--- src/rtl/spi_slave.sv ---
// SPI mode-3 peripheral endpoint with a 4-register bus slave interface and 8-deep byte FIFOs.
// SCK, MOSI and CS are oversampled in the clk_i domain; SCK edges become single-cycle pulses.
module spi_slave #(
   parameter logic [7:0] FILLBYTE = 8'hFF
) (
   input  logic        clk_i,
   input  logic        rst_i,
   input  logic [3:2]  adr_i,
   input  logic [3:0]  sel_i,
   input  logic        stb_i,
   input  logic        we_i,
   input  logic [31:0] dat_i,
   output logic [31:0] dat_o,
   output logic        ack_o,
   input  logic        spiClk_i,
   input  logic        spiMosi_i,
   input  logic        spiCs_i,
   output logic        spiMiso_o
);

   logic [2:0]  sck_sync_q, sck_sync_d;
   logic [1:0]  mosi_sync_q, mosi_sync_d;
   logic [1:0]  cs_sync_q, cs_sync_d;
   logic        rise_q, rise_d;
   logic        fall_q, fall_d;

   logic [2:0]  bit_cnt_q, bit_cnt_d;
   logic [7:0]  tx_shift_q, tx_shift_d;
   logic [7:0]  rx_shift_q, rx_shift_d;
   logic [7:0]  fill_q, fill_d;
   logic        underrun_q, underrun_d;
   logic        overrun_q, overrun_d;

   logic [7:0]  tx_mem_q [8];
   logic [7:0]  tx_mem_d [8];
   logic [2:0]  tx_rd_q, tx_rd_d;
   logic [2:0]  tx_wr_q, tx_wr_d;
   logic [3:0]  tx_cnt_q, tx_cnt_d;

   logic [7:0]  rx_mem_q [8];
   logic [7:0]  rx_mem_d [8];
   logic [2:0]  rx_rd_q, rx_rd_d;
   logic [2:0]  rx_wr_q, rx_wr_d;
   logic [3:0]  rx_cnt_q, rx_cnt_d;

   logic        selected;
   logic        bus_wr, bus_rd;
   logic        tx_empty, tx_full, rx_empty, rx_full;
   logic        tx_push, tx_pop, rx_push, rx_pop;
   logic        byte_start, byte_done;
   logic [7:0]  rx_byte;
   logic [31:0] status;
   logic        unused_bits;

   assign unused_bits = ^{sel_i[3:1], dat_i[31:8]};

   assign selected   = ~cs_sync_q[1];
   assign bus_wr     = stb_i & we_i;
   assign bus_rd     = stb_i & ~we_i;
   assign tx_empty   = (tx_cnt_q == 4'd0);
   assign tx_full    = tx_cnt_q[3];
   assign rx_empty   = (rx_cnt_q == 4'd0);
   assign rx_full    = rx_cnt_q[3];

   assign byte_start = selected & fall_q & (bit_cnt_q == 3'd0);
   assign byte_done  = selected & rise_q & (bit_cnt_q == 3'd7);
   assign rx_byte    = {rx_shift_q[6:0], mosi_sync_q[1]};

   assign tx_push    = bus_wr & (adr_i == 2'd0) & sel_i[0] & ~tx_full;
   assign tx_pop     = byte_start & ~tx_empty;
   assign rx_push    = byte_done & ~rx_full;
   assign rx_pop     = bus_rd & (adr_i == 2'd0) & ~rx_empty;

   assign status = {4'b0, tx_cnt_q, 4'b0, rx_cnt_q, 8'b0,
                    underrun_q, overrun_q, selected, tx_full,
                    rx_cnt_q[3], rx_cnt_q[2], |rx_cnt_q, rx_empty};

   assign ack_o     = stb_i;
   assign spiMiso_o = selected ? tx_shift_q[7] : 1'b1;

   // Pin sampling; the third SCK stage exists only to detect edges.
   always_comb begin
      sck_sync_d  = {sck_sync_q[1:0], spiClk_i};
      mosi_sync_d = {mosi_sync_q[0], spiMosi_i};
      cs_sync_d   = {cs_sync_q[0], spiCs_i};
      rise_d      = sck_sync_q[1] & ~sck_sync_q[2];
      fall_d      = ~sck_sync_q[1] & sck_sync_q[2];
   end

   always_comb begin
      tx_mem_d = tx_mem_q;
      tx_wr_d  = tx_wr_q;
      tx_rd_d  = tx_rd_q;
      if (tx_push) begin
         tx_mem_d[tx_wr_q] = dat_i[7:0];
         tx_wr_d           = tx_wr_q + 3'd1;
      end
      if (tx_pop)
         tx_rd_d = tx_rd_q + 3'd1;
      tx_cnt_d = tx_cnt_q + {3'b0, tx_push} - {3'b0, tx_pop};

      rx_mem_d = rx_mem_q;
      rx_wr_d  = rx_wr_q;
      rx_rd_d  = rx_rd_q;
      if (rx_push) begin
         rx_mem_d[rx_wr_q] = rx_byte;
         rx_wr_d           = rx_wr_q + 3'd1;
      end
      if (rx_pop)
         rx_rd_d = rx_rd_q + 3'd1;
      rx_cnt_d = rx_cnt_q + {3'b0, rx_push} - {3'b0, rx_pop};
   end

   // Shift engine; a deselect mid-byte silently drops the partial byte.
   always_comb begin
      bit_cnt_d  = bit_cnt_q;
      tx_shift_d = tx_shift_q;
      rx_shift_d = rx_shift_q;
      if (!selected) begin
         bit_cnt_d  = 3'd0;
         rx_shift_d = 8'd0;
      end else if (fall_q) begin
         if (bit_cnt_q == 3'd0)
            tx_shift_d = tx_empty ? fill_q : tx_mem_q[tx_rd_q];
         else
            tx_shift_d = {tx_shift_q[6:0], 1'b0};
      end else if (rise_q) begin
         rx_shift_d = rx_byte;
         bit_cnt_d  = bit_cnt_q + 3'd1;
      end
   end

   // Sticky flags: the bus clear is applied first so a same-cycle set wins.
   always_comb begin
      fill_d     = fill_q;
      underrun_d = underrun_q;
      overrun_d  = overrun_q;
      if (bus_wr && sel_i[0] && adr_i == 2'd2)
         fill_d = dat_i[7:0];
      if (bus_wr && sel_i[0] && adr_i == 2'd1) begin
         if (dat_i[7])
            underrun_d = 1'b0;
         if (dat_i[6])
            overrun_d = 1'b0;
      end
      if (byte_start && tx_empty)
         underrun_d = 1'b1;
      if (byte_done && rx_full)
         overrun_d = 1'b1;
   end

   always_comb begin
      dat_o = 32'd0;
      if (bus_rd) begin
         case (adr_i)
            2'd0:    dat_o = rx_empty ? 32'd0 : {24'd0, rx_mem_q[rx_rd_q]};
            2'd1:    dat_o = status;
            2'd2:    dat_o = {24'd0, fill_q};
            default: dat_o = 32'd0;
         endcase
      end
   end

   always_ff @(posedge clk_i) begin
      if (rst_i) begin
         sck_sync_q  <= 3'b111;
         mosi_sync_q <= 2'b00;
         cs_sync_q   <= 2'b11;
         rise_q      <= 1'b0;
         fall_q      <= 1'b0;
         bit_cnt_q   <= 3'd0;
         tx_shift_q  <= 8'd0;
         rx_shift_q  <= 8'd0;
         fill_q      <= FILLBYTE;
         underrun_q  <= 1'b0;
         overrun_q   <= 1'b0;
         tx_rd_q     <= 3'd0;
         tx_wr_q     <= 3'd0;
         tx_cnt_q    <= 4'd0;
         rx_rd_q     <= 3'd0;
         rx_wr_q     <= 3'd0;
         rx_cnt_q    <= 4'd0;
         for (int i = 0; i < 8; i++) begin
            tx_mem_q[i] <= 8'd0;
            rx_mem_q[i] <= 8'd0;
         end
      end else begin
         sck_sync_q  <= sck_sync_d;
         mosi_sync_q <= mosi_sync_d;
         cs_sync_q   <= cs_sync_d;
         rise_q      <= rise_d;
         fall_q      <= fall_d;
         bit_cnt_q   <= bit_cnt_d;
         tx_shift_q  <= tx_shift_d;
         rx_shift_q  <= rx_shift_d;
         fill_q      <= fill_d;
         underrun_q  <= underrun_d;
         overrun_q   <= overrun_d;
         tx_rd_q     <= tx_rd_d;
         tx_wr_q     <= tx_wr_d;
         tx_cnt_q    <= tx_cnt_d;
         rx_rd_q     <= rx_rd_d;
         rx_wr_q     <= rx_wr_d;
         rx_cnt_q    <= rx_cnt_d;
         tx_mem_q    <= tx_mem_d;
         rx_mem_q    <= rx_mem_d;
      end
   end

endmodule

--- config.mk ---
export PLATFORM = sky130hd
export DESIGN_NAME = spi_slave
export DESIGN_NICKNAME = d
export VERILOG_FILES = /design/src/rtl/spi_slave.sv
export SDC_FILE = /design/constraint.sdc
export NUM_CORES = 1
export LEC_CHECK = 0
export BUFFER_PORTS_ARGS = -buffer_cell sky130_fd_sc_hd__buf_2
export CORE_MARGIN = 4
export CORE_UTILIZATION = 40
export CTS_CLUSTER_SIZE = 40
export DETAILED_ROUTE_END_ITERATION = 6
export MAX_ROUTING_LAYER = met4
export PLACE_DENSITY_LB_ADDON = 0.12
export SYNTH_ARGS = -nofsm -noshare
export SYNTH_HDL_FRONTEND = slang
export SYNTH_SLANG_ARGS = --single-unit
--- constraint.sdc ---
create_clock -name clk_i -period 2.55 [get_ports clk_i]
set_clock_uncertainty 0.2 [all_clocks]
set_input_delay 0.1275 -clock clk_i [delete_from_list [all_inputs] [get_ports clk_i]]
set_output_delay 0.1275 -clock clk_i [all_outputs]
set_load 0.03 [all_outputs]
==> flow_summary.html <==
<table>
<tr><th>Metric</th><th>Value</th></tr>
<tr><th colspan="2">Synth</th></tr>
<tr><td>Post-synth top flop</td><td>dfxtp_1</td></tr>
<tr><td>Portion of the post-synthesis area used by sequential elements</td><td>43.33%</td></tr>
<tr><td>Number of unique standard cell types used by synthesis</td><td>51</td></tr>
<tr><td>Synthesized instance count</td><td>871</td></tr>
<tr><td>Count of state elements after synthesis</td><td>185</td></tr>
<tr><td>Post-Synthesis Cell Area</td><td>0.008547 sq mm</td></tr>
<tr><td>Post-synthesis area per instance</td><td>9.813 sq um</td></tr>
<tr><td>Yosys warnings</td><td>0</td></tr>
<tr><td>Number of synthesized flops with an enable pin</td><td>0</td></tr>
<tr><td>Fraction of registers with async set or reset after synthesis</td><td>0%</td></tr>
<tr><th colspan="2">Placement</th></tr>
<tr><td>Placer Congestion</td><td>0.8141</td></tr>
<tr><td>Cell count after placement</td><td>1149</td></tr>
<tr><td>Hpwl dp</td><td>14.04 mm</td></tr>
<tr><td>Count of buffers from port buffering</td><td>35</td></tr>
<tr><th colspan="2">Clocking</th></tr>
<tr><td>Clk sinks</td><td>185</td></tr>
<tr><td>Clock latency on the worst-skew pair</td><td>430 ps</td></tr>
<tr><td>Number of buffers on the longest clock path</td><td>2</td></tr>
<tr><td>CTS Root Buffer Type</td><td>clkbuf_16</td></tr>
<tr><td>Clock-pin slew reported for the worst setup and hold paths after clock tree synthesis</td><td>70 ps</td></tr>
<tr><td>H-tree Lvls</td><td>4</td></tr>
<tr><td>TritonCTS clock tree</td><td>built</td></tr>
<tr><td>Num CTS Buffers</td><td>17</td></tr>
<tr><th colspan="2">GRT</th></tr>
<tr><td>Global-route wire length before repair</td><td>34.00 mm</td></tr>
<tr><td>Number of global-route vias before repair</td><td>6251</td></tr>
<tr><td>Global router's overall resource usage</td><td>18.35%</td></tr>
<tr><td>Congestion Overflow GR</td><td>0</td></tr>
<tr><td>Maximum number of pins on one net before global-route repair</td><td>176</td></tr>
<tr><td>Number of antenna violations at the first check in global routing</td><td>0</td></tr>
<tr><th colspan="2">STA</th></tr>
<tr><td>Slew at the pin closest to its max-slew limit</td><td>731.0 ps</td></tr>
<tr><td>Endpoints failing hold</td><td>0</td></tr>
<tr><td>Minimum clock period</td><td>2487 ps</td></tr>
<tr><td>Period utilisation layout</td><td>97.54%</td></tr>
<tr><td>Total of endpoints with negative setup slack in the final report</td><td>0</td></tr>
<tr><td>Final TNS setup</td><td>0 ps</td></tr>
<tr><td>F_max</td><td>402.0 MHz</td></tr>
<tr><td>Max-slew violation count</td><td>0</td></tr>
<tr><td>Worst slew margin relative to its limit</td><td>51.16%</td></tr>
<tr><th colspan="2">Power and ir drop</th></tr>
<tr><td>Leak</td><td>0.004083 uW</td></tr>
<tr><td>Areal power density over the cells</td><td>587.4 mW/mm^2</td></tr>
<tr><td>Worst-case vdd ir drop</td><td>0.4555 mV</td></tr>
<tr><th colspan="2">Floorplan</th></tr>
<tr><td>Initial Util</td><td>40.66%</td></tr>
<tr><td>Full die area</td><td>0.02377 sq mm</td></tr>
<tr><td>I/O pin count</td><td>79</td></tr>
<tr><td>Die Wd</td><td>154.2 microns</td></tr>
<tr><td>Floorplan die height</td><td>154.2 microns</td></tr>
<tr><td>Core box area</td><td>0.02102 sq mm</td></tr>
<tr><td>Count of standard-cell rows</td><td>53</td></tr>
<tr><th colspan="2">Critical path</th></tr>
<tr><td>End of the worst register-to-register path</td><td>tx_cnt_q[2]</td></tr>
<tr><td>Launching point of the worst reg2reg path</td><td>tx_cnt_q[2]</td></tr>
<tr><td>Worst reg-to-reg path cell count</td><td>11</td></tr>
<tr><td>Setup crit start kind</td><td>flop</td></tr>
<tr><td>Internal reg-to-reg setup slack</td><td>120 ps</td></tr>
<tr><td>Setup CP Type</td><td>flop to output pin</td></tr>
<tr><td>Largest driver fanout on the critical path</td><td>6</td></tr>
<tr><td>Capturing element type of the critical path</td><td>output pin</td></tr>
<tr><td>Req. time, crit path</td><td>2220 ps</td></tr>
<tr><td>Critical path startpoint</td><td>rx_rd_q[0]</td></tr>
<tr><td>WP data arrival</td><td>2160 ps</td></tr>
<tr><th colspan="2">Worst hold path</th></tr>
<tr><td>Endpoint of the worst hold-timing path</td><td>tx_wr_q[2]</td></tr>
<tr><td>Hold Path Cell Cnt</td><td>5</td></tr>
<tr><td>Hold_sp</td><td>adr_i[3]</td></tr>
<tr><td>Hold crit path type</td><td>primary input to flop</td></tr>
<tr><th colspan="2">Route</th></tr>
<tr><td>Count of antenna-violating nets left after detailed routing</td><td>0</td></tr>
<tr><td>Average wire per standard cell</td><td>17.13 microns</td></tr>
<tr><td>Count of unresolved DRC violations after routing</td><td>0</td></tr>
<tr><td>1st-pass router iterations</td><td>5</td></tr>
<tr><td>Via count</td><td>6204</td></tr>
<tr><td>Total wirelength of the detailed-routed design</td><td>20.59 mm</td></tr>
<tr><td>First DRT Iteration DRCs</td><td>371</td></tr>
<tr><td>Routed via count divided by cell count</td><td>5.161</td></tr>
<tr><th colspan="2">Final layout</th></tr>
<tr><td>Fin nets</td><td>978</td></tr>
<tr><td>Number of standard cells in the layout, taps in and fillers out</td><td>1202</td></tr>
<tr><td>Number of fill cells in the layout</td><td>1924</td></tr>
<tr><td>Area overhead of the layout relative to synthesis</td><td>17.36%</td></tr>
<tr><td>Antenna fix cells</td><td>0</td></tr>
<tr><td>Layout cell share with drive strength beyond 1</td><td>20.06%</td></tr>
<tr><th colspan="2">Outcome</th></tr>
<tr><td>Status</td><td>finished clean</td></tr>
<tr><th colspan="2">Run</th></tr>
<tr><td>Max-cap violations</td><td>0</td></tr>
</table>
[per-stage QoR]
| stage | setup WS [ps] | instance area [sq um] | hold slack, ps | total power (uW) | utilization (%) |
|---|---|---|---|---|---|
| 3_3_place_gp | -57.10 | 9085 | 118.0 | 3316 | 43.22 |
| 5_1_grt | -10.09 | 10030 | 48.89 | 6107 | 47.72 |
| 3_5_place_dp | -175.8 | 9085 | 114.7 | 3324 | 43.22 |
| 2_1_floorplan | 1.103 | 8608 | 31.31 | 3233 | - |
| 4_1_cts | -15.34 | 9897 | 12.54 | 5930 | 47.08 |
| 6_report | 62.70 | 10030 | 27.43 | 5893 | 47.72 |
[layout make-up]
class	count	area, sq um	area share, %
Inverter	18	67.56	0.6736
Clock buffer	20	456.7	4.553
Sequential cell	185	3714	37.02
Tap cell	275	344.1	3.430
Multi-Input combinational cell	591	4542	45.28
Timing Repair Buffer	101	793.3	7.908
Clock inverter	12	113.9	1.135
[cells in the mapped netlist, drive strengths merged, types with 8 or more instances]
library cell	number	area share, %
nor2b	18	1.3
nor2	162	7.1
buf	32	2.4
mux4	21	5.5
a22oi	9	0.79
mux2i	144	17
inv	18	0.79
clkbuf	60	2.6
ha	17	2.5
xnor2	8	0.82
a21oi	16	0.94
and2	11	0.81
nand3b	8	0.70
or2	8	0.59
nand3	8	0.47
or4	9	0.79
dfxtp	185	43
nand2	51	2.2
[state kept, by name, indices dropped and copies added, names as in the netlist]
name,flops
cs_sync_q,2
rx_shift_q,7
sck_sync_q,3
bit_cnt_q,3
mosi_sync_q,2
fall_q,1
underrun_q,1
rx_wr_q,3
rx_cnt_q,4
rx_mem_q,64
tx_wr_q,3
fill_q,8
rx_rd_q,3
tx_mem_q,64
rise_q,1
tx_rd_q,3
tx_shift_q,8
tx_cnt_q,4
overrun_q,1
[layout by cell type (no fill, tap or decap), types with 9 or more instances in the layout]
cell type      synthesis  final
inv_1                 17     17
nor2_1               162    162
buf_2                 12     27
a21oi_1               16     16
nor2b_1               18     17
a22oi_1                9      9
conb_1                 1     16
mux4_2                21     21
and2_1                 9      9
or4_1                  9      9
ha_1                  17     10
mux2i_1              144    144
clkbuf_16              0     17
buf_4                 17     54
dlygate4sd3_1          0     13
dfxtp_1              185    179
nand2_1               51     51
[kinds of logic after synthesis]
kind of cell	synth area share, %
adders and majority gates	2.957
AOI/OAI and AO/OA	5.782
other	0.04388
DFF	43.33
buffers and inverters	5.856
and+or+nand+nor	17.61
muxes	23.19
xor gates and xnor gates	1.230
[worst max-delay path, cell delays in order (launching register included)]
cell,delay [ps]
dfxtp_4,380
buf_12,140
buf_12,130
mux4_2,550
a221o_1,370
buf_4,170
[routing by layer]
metal	routed length (microns)	vias up	track usage, %
met2	9201	109	27.60
met5	0	-	-
met4	369	0	5.130
li1	-	3064	-
met3	762	27	3.358
met1	10260	3004	25.49
[where the power goes]
group	switching (uW)	total (uW)	leakage, uW	internal, uW
clock	1170	2590	0.000287	1410
sequential	19.0	2930	0.00150	2910
combinational	232	379	0.00230	147
total	1420	5890	0.00408	4470
[timing repair]
item / 4_1_cts / 5_1_grt
setup buffers: 4 / 4
endpoints found under the setup margin: 17 / 14
pin swaps: 1 / 6
endpoints found under the hold margin: 78 / 0
resized for setup: 17 / 26
hold buffers: 13 / 0
[how the worst max path moves through the flow]
| stage | endpoint | slack (ps) | depth (start not counted) |
|---|---|---|---|
| global placement | rx_cnt_q[2] | -60 | 12 |
| detailed placement | rx_cnt_q[2] | -180 | 12 |
| finish | dat_o[5] | 60 | 5 |
| CTS | dat_o[2] | -20 | 8 |
| global route | tx_cnt_q[2] | -10 | 11 |
| floorplan | tx_cnt_q[2] | 1 | 11 |
Note: power is estimated with default switching activity, not from simulation.
